`config.mk`:
```
export PLATFORM = sky130hd
export DESIGN_NAME = bram_reader
export DESIGN_NICKNAME = d
export VERILOG_FILES = /design/src/rtl/bram_reader.sv
export SDC_FILE = /design/constraint.sdc
export NUM_CORES = 1
export LEC_CHECK = 0
export ABC_CLOCK_PERIOD_IN_PS = 1500
export CAP_MARGIN = 40
export CORE_MARGIN = 5
export CORE_UTILIZATION = 41
export DETAILED_ROUTE_END_ITERATION = 8
export PLACE_DENSITY = 0.77
export SETUP_SLACK_MARGIN = 0.15
export SLEW_MARGIN = 30
export SYNTH_ARGS = -nofsm -noshare
export SYNTH_HDL_FRONTEND = slang
export SYNTH_SLANG_ARGS = --single-unit
```
`constraint.sdc`:
```
create_clock -name clk -period 1.5 [get_ports clk]
set_input_delay 0.15 -clock clk [delete_from_list [all_inputs] [get_ports clk]]
set_output_delay 0.15 -clock clk [all_outputs]
set_load 0.03 [all_outputs]
```
`src/rtl/bram_reader.sv`:
```
// Sequential read initiator for a synchronous lookup BRAM.
// Sweeps START_ADDR..DEPTH-1, streams words out on valid/ready and keeps an XOR checksum.
module bram_reader #(
    parameter int DEPTH      = 10,
    parameter int ADDR_W     = 4,
    parameter int DATA_W     = 4,
    parameter int START_ADDR = 0
) (
    input  logic              clk,
    input  logic              rst,
    input  logic              start,
    input  logic              loop,
    input  logic              abort,
    output logic [ADDR_W-1:0] mem_addr,
    input  logic [DATA_W-1:0] mem_data,
    output logic [DATA_W-1:0] out_data,
    output logic [ADDR_W-1:0] out_index,
    output logic              out_valid,
    input  logic              out_ready,
    output logic              busy,
    output logic              done,
    output logic [DATA_W-1:0] checksum
);

    localparam logic [2:0] S_IDLE  = 3'd0;
    localparam logic [2:0] S_ISSUE = 3'd1;
    localparam logic [2:0] S_WAIT  = 3'd2;
    localparam logic [2:0] S_HOLD  = 3'd3;
    localparam logic [2:0] S_DONE  = 3'd4;

    localparam logic [ADDR_W-1:0] FIRST_ADDR = ADDR_W'(START_ADDR);
    localparam logic [ADDR_W-1:0] LAST_ADDR  = ADDR_W'(DEPTH - 1);

    logic [2:0]        r_state;
    logic [ADDR_W-1:0] r_addr;
    logic [DATA_W-1:0] r_data;
    logic [ADDR_W-1:0] r_index;
    logic              r_valid;
    logic [DATA_W-1:0] r_sum;

    logic [2:0]        w_state_nxt;
    logic [ADDR_W-1:0] w_addr_nxt;
    logic [DATA_W-1:0] w_data_nxt;
    logic [ADDR_W-1:0] w_index_nxt;
    logic              w_valid_nxt;
    logic [DATA_W-1:0] w_sum_nxt;
    logic              w_handshake;
    logic              w_last;

    assign w_handshake = r_valid & out_ready;
    assign w_last      = (r_addr == LAST_ADDR);

    always_comb begin
        w_state_nxt = r_state;
        w_addr_nxt  = r_addr;
        w_data_nxt  = r_data;
        w_index_nxt = r_index;
        w_valid_nxt = r_valid;
        w_sum_nxt   = r_sum;
        case (r_state)
            S_IDLE: begin
                if (start) begin
                    w_state_nxt = S_ISSUE;
                    w_addr_nxt  = FIRST_ADDR;
                    w_sum_nxt   = '0;
                end
            end
            S_ISSUE: begin
                if (abort) begin
                    w_state_nxt = S_IDLE;
                    w_valid_nxt = 1'b0;
                end else begin
                    w_state_nxt = S_WAIT;
                end
            end
            S_WAIT: begin
                if (abort) begin
                    w_state_nxt = S_IDLE;
                    w_valid_nxt = 1'b0;
                end else begin
                    w_data_nxt  = mem_data;
                    w_index_nxt = r_addr;
                    w_valid_nxt = 1'b1;
                    w_state_nxt = S_HOLD;
                end
            end
            S_HOLD: begin
                // abort wins over a coincident handshake; the word is dropped
                if (abort) begin
                    w_state_nxt = S_IDLE;
                    w_valid_nxt = 1'b0;
                end else if (w_handshake) begin
                    w_sum_nxt   = r_sum ^ r_data;
                    w_valid_nxt = 1'b0;
                    if (!w_last) begin
                        w_addr_nxt  = r_addr + ADDR_W'(1);
                        w_state_nxt = S_ISSUE;
                    end else if (loop) begin
                        w_addr_nxt  = FIRST_ADDR;
                        w_state_nxt = S_ISSUE;
                    end else begin
                        w_state_nxt = S_DONE;
                    end
                end
            end
            S_DONE: begin
                w_state_nxt = S_IDLE;
            end
            default: begin
                w_state_nxt = S_IDLE;
                w_valid_nxt = 1'b0;
            end
        endcase
    end

    always_ff @(posedge clk) begin
        if (rst) begin
            r_state <= S_IDLE;
            r_addr  <= '0;
            r_data  <= '0;
            r_index <= '0;
            r_valid <= 1'b0;
            r_sum   <= '0;
        end else begin
            r_state <= w_state_nxt;
            r_addr  <= w_addr_nxt;
            r_data  <= w_data_nxt;
            r_index <= w_index_nxt;
            r_valid <= w_valid_nxt;
            r_sum   <= w_sum_nxt;
        end
    end

    assign mem_addr  = r_addr;
    assign out_data  = r_data;
    assign out_index = r_index;
    assign out_valid = r_valid;
    assign checksum  = r_sum;
    assign busy      = (r_state != S_IDLE);
    assign done      = (r_state == S_DONE);

endmodule
```
After elaboration in Yosys (flattened, before gate mapping)
Cells that the tools add are included.
Widths: inputs -> output; s select.
{ "op_classes": {"add_sub_neg": 1, "eq_ne": 11, "n_mux": 22, "n_bitwise": 4, "n_reduce_logical": 9} }
{ "op_table": {"columns": ["cell", "count"], "rows": [
  ["$mux 4", 7],
  ["$pmux 4 s2", 2],
  ["$mux 3", 5],
  ["$pmux 3 s4", 1],
  ["$ne 2x2->1 const B", 4],
  ["$eq 3x2->1 const B", 2],
  ["$ne 3x3->1 const B", 2],
  ["$reduce_and 5->1", 1],
  ["$add 4x1->4 const B", 1],
  ["$eq 4x4->1 const B", 1],
  ["$mux 1", 4],
  ["$mux 2", 2],
  ["$pmux 1 s4", 1],
  ["$reduce_and 2->1", 2],
  ["$reduce_and 4->1", 1],
  ["$xor 4x4->4", 1],
  ["$eq 3x1->1 const B", 1],
  ["$eq 3x3->1 const B", 1],
  ["$logic_not 3->1", 1],
  ["$reduce_and 3->1", 1],
  ["$reduce_bool 3->1", 1],
  ["$not 1->1", 2],
  ["$reduce_bool 2->1", 1],
  ["$reduce_or 2->1", 1],
  ["$and 1x1->1", 1]
]} }
{ "totals": {"ff_bits": 20, "output_inout_bits": 19, "elab_cells": 53} }

Logic depth before layout (Yosys ltp)
{ "logic_depth": {"word_depth": 5, "depth_mapped": 6, "depth_no_buf": 6} }

Worst setup path after synthesis
OpenSTA, ideal clock, no wires.
{ "synth_timing": {"path_type": "register to register", "startpoint": "register r_addr[1] (netlist: mem_addr[1])", "endpoint": "register r_addr[3] (netlist: mem_addr[3])", "setup_time_ns": 0.058, "arrival_ns": 1.563, "t_required_ns": 1.442, "slack_ns": -0.122, "stages_incl_launch_ff": 7, "period_less_slack_ns": 1.622, "cell_sequence": "dfxtp_1 > inv_1 > ha_1 > and3b_1 > or3_1 > o2bb2ai_1 > a31o_2"} }
{ "synth_between": {"elab_chain_cells": 5, "word_cells_on_any_way": 8, "cone_classes": "1 x add/sub; 2 x eq/ne; 4 x mux; 1 x reduce/logical"} }
{ "synth_lines": {"columns": ["item", "line_no", "source"], "rows": [
  ["start: declaration", "35", "logic [ADDR_W-1:0] r_addr;"],
  ["start signal: assignment", "126", "r_addr <= w_addr_nxt;"],
  ["$add 4x1->4 / $eq 4x4->1 (equally long branches)", "96, 51", null],
  ["$mux 4", "95", "if (!w_last) begin"],
  ["$mux 4", "92", "end else if (w_handshake) begin"],
  ["$mux 4", "89", "if (abort) begin"],
  ["$pmux 4 s2", "60", "case (r_state)"]
]} }
Several ways; a longest one is shown, not always the timed one. The select of a mux whose other input is x is not followed.
A chain may end at the register's enable or synchronous reset.

Worst setup path in the final report
{ "layout_timing": {"startpoint": "register r_state[1]", "endpoint": "register r_addr[1] (netlist: mem_addr[1])"} }
{ "layout_between": {"elab_chain_cells": 3, "word_cells_on_any_way": 9, "cone_classes": "5 x eq/ne; 1 x mux; 3 x reduce/logical"} }
{ "layout_lines": {"columns": ["item", "line_no", "source"], "rows": [
  ["start: declaration", "34", "logic [2:0] r_state;"],
  ["start signal: assignment", "125", "r_state <= w_state_nxt;"],
  ["$eq 3x2->1 / $logic_not 3->1 (equally long branches)", "60", null],
  ["$ne 3x3->1 (no line) (tied with other cells)", null, null],
  ["$reduce_and 5->1 (no line)", null, null]
]} }
Several ways; a longest one is shown, not always the timed one.

==> run_results.csv <==
group,metric,value,unit
status,run_status,"complete, but fails checks",
status,violations,"negative setup slack",
final_layout,diodes,0,
floorplan,start_util,43.64,%
global_routing,antenna_found_initial,0,
sta,setup_violations,1,
sta,setup_slack,-1.266,ps
clock_tree,root_buffer,"clkbuf_4",
setup_path,rr_worst_depth,4,
yosys,ys.flop_type,"dfxtp_1",
placed_design,hpwl,2081,um
final_layout,drive_gt1_share,36.42,%
pwr,p_per_area,840.8,nW/um2
yosys,netlist_top_cells_area,"dfxtp_1, nand2_1, a21oi_1",
yosys,synth_top_area_cell,"dfxtp_1",
sta,finalWorstPathRequiredPeriod,1501,ps
floorplan,dieArea,3452,um2
detailed_routing,drc,0,
clock_tree,clock_sink_count,20,
global_routing,grt_use_total,17.54,%
setup_path,crit_type,"reg2reg",
detailed_routing,routed_wl,3152,um
sta,max_slew_margin,77.35,%
floorplan,rows,17,
setup_path,worstSetupEndpointType,"register",
sta,fin_crit_sh,100.1,%
floorplan,num_io_pins,29,
yosys,synthTopCellsByCount,"dfxtp_1, nand2_1, a21oi_1",
yosys,yosysWarnings,0,
detailed_routing,routedWlPerCell,16.59,um
setup_path,critPathLaunchType,"register",
final_layout,nets,175,
sta,hold_viol_final,0,
setup_path,crit_fanout,5,
global_routing,grt_pass1_wl,4719,um
final_layout,design_area,1595,um2
clock_tree,cts_tree,"yes",
placed_design,dpl_cell_area,1400,um2
floorplan,fp.dieW,58.76,um
placed_design,gp_congestion,0.8394,
final_layout,seq_area,412.9,um2
sta,skew,3.919,ps
pwr,power,1.341,mW
pwr,p_leak,0.7053,nW
min_path,hold_path_class,"in2reg",
floorplan,die_y,58.76,um
sta,drv_slew,0,
yosys,postSynthCellCount,111,
min_path,worstHoldPathCells,3,
final_layout,fillers,171,
yosys,syn-num-nets,123,
detailed_routing,drt_iter0_markers,20,
clock_tree,clockBufferDepth,2,
sta,fmax,666.1,MHz
clock_tree,h-tree-depth,1,
yosys,synth_area,974.7,um2
floorplan,core,2233,um2
job,maxCapViolCount,0,
detailed_routing,viasPerCell,5.642,
sta,rsz0062_at_grt,"yes",
final_layout,syn_to_final_growth,63.67,%
yosys,syn_area_per_cell,8.781,um2
yosys,ys_async_sr_fraction,0,%
placed_design,portBuffers,28,
setup_path,critPathRequiredTime,1710,ps
clock_tree,clock_latency,310,ps
final_layout,multi_input_area,626.9,um2
setup_path,worstPathArrival,1710,ps
yosys,ys_seq_elements,20,
global_routing,grt_remaining_overflow,0,
sta,tightestPinTransition,336.6,ps
global_routing,grt_pass1_vias,1053,
global_routing,grt_max_degree,14,
clock_tree,cts_made_buffers,3,
pwr,peakVddDrop,634.6,uV
detailed_routing,drt.antenna.violating_nets,0,
yosys,synth.yosys.seq_area_share,41.08,%
yosys,synth-edff-count,0,
yosys,yosysUniqueCellTypes,35,
detailed_routing,dr.pass1.iters,4,
yosys,synthDominantCellAreaShare,41.08,%
clock_tree,ctsHoldBuffers,0,
detailed_routing,dr_total_vias,1072,
clock_tree,clk_pin_slew,120,ps
worst max-delay path, cell delays in order (launching register included):
cell	delay (ps)
dfxtp_4	360
or3_4	410
o32ai_4	180
o21ai_2	140
mux2_4	320
cell type report:
| type | instances | area share, % |
|---|---|---|
| inverter | 3 | 0.7059 |
| tap | 28 | 2.196 |
| sequential | 20 | 25.88 |
| clock buffer | 3 | 1.412 |
| timing repair buffer | 53 | 28.63 |
| clock inverter | 1 | 1.882 |
| multi-input combinational | 82 | 39.29 |
metrics by stage:
step / TNS [ps] / worst slack (ps) / instances / utilization (%) / hold WS (ps)
finish: -1.266 / -1.266 / 190 / 71.43 / 367.8
global route: -62.15 / -52.50 / 190 / 71.43 / 359.1
CTS: -58.11 / -34.69 / 187 / 68.46 / 369.6
detailed placement: -2056 / -157.5 / 180 / 62.69 / 460.3
global placement: -1534 / -126.9 / 180 / 62.69 / 444.6
floorplan: -336.7 / -119.6 / 111 / - / 286.0
layer usage:
metal	vias up	global-route usage (%)	routed length, um
li1	507	-	-
met4	0	10.36	102
met2	28	29.65	1648
met3	11	1.974	91
met1	526	21.16	1310
met5	-	0	0
cell families after synthesis:
family	synth area share (%)
compound gates	23.49
xor+xnor	0.8988
fa+ha+maj	2.567
buf+inv	4.493
flops	41.08
mux	1.540
simple gates	25.93
registers in the layout, indices dropped and copies added (netlist names):
| signal | count |
|---|---|
| out_data | 4 |
| checksum | 4 |
| out_index | 4 |
| r_state | 3 |
| mem_addr | 4 |
| out_valid | 1 |
where the power goes:
part / internal, mW / switching, mW / total (mW)
registers: 0.545 / 0.0125 / 0.558
clock network: 0.270 / 0.180 / 0.450
logic: 0.163 / 0.170 / 0.333
final timing paths:
| check | from | end | slack, ps |
|---|---|---|---|
| hold / removal | mem_data[2] | out_data[2] | 370 |
| setup reg to reg | r_state[1] | mem_addr[1] | -1 |
| setup / recovery | r_state[1] | mem_addr[1] | -1 |
| hold reg to reg | out_index[2] | out_index[2] | 470 |
layout by cell type (no fill, tap or decap), drive strengths merged, types with 2 or more instances in the layout:
cell,count
buf,27
clkdlybuf4s15,2
o211a,3
nor4,3
clkdlybuf4s50,9
o32ai,2
or3,3
a21oi,13
nor3b,2
inv,3
nand2,20
dlygate4sd2,13
a32o,3
ha,2
dfxtp,20
o21ai,3
o21a,3
nor2,7
nor3,5
clkbuf,5
repair_timing:
action                                  4_1_cts  5_1_grt
endpoints found under the setup margin       38       26
resized for setup                            39       20
setup buffers                                 3        3
pin swaps                                    11        6
Note: power is estimated with default switching activity, not from simulation.
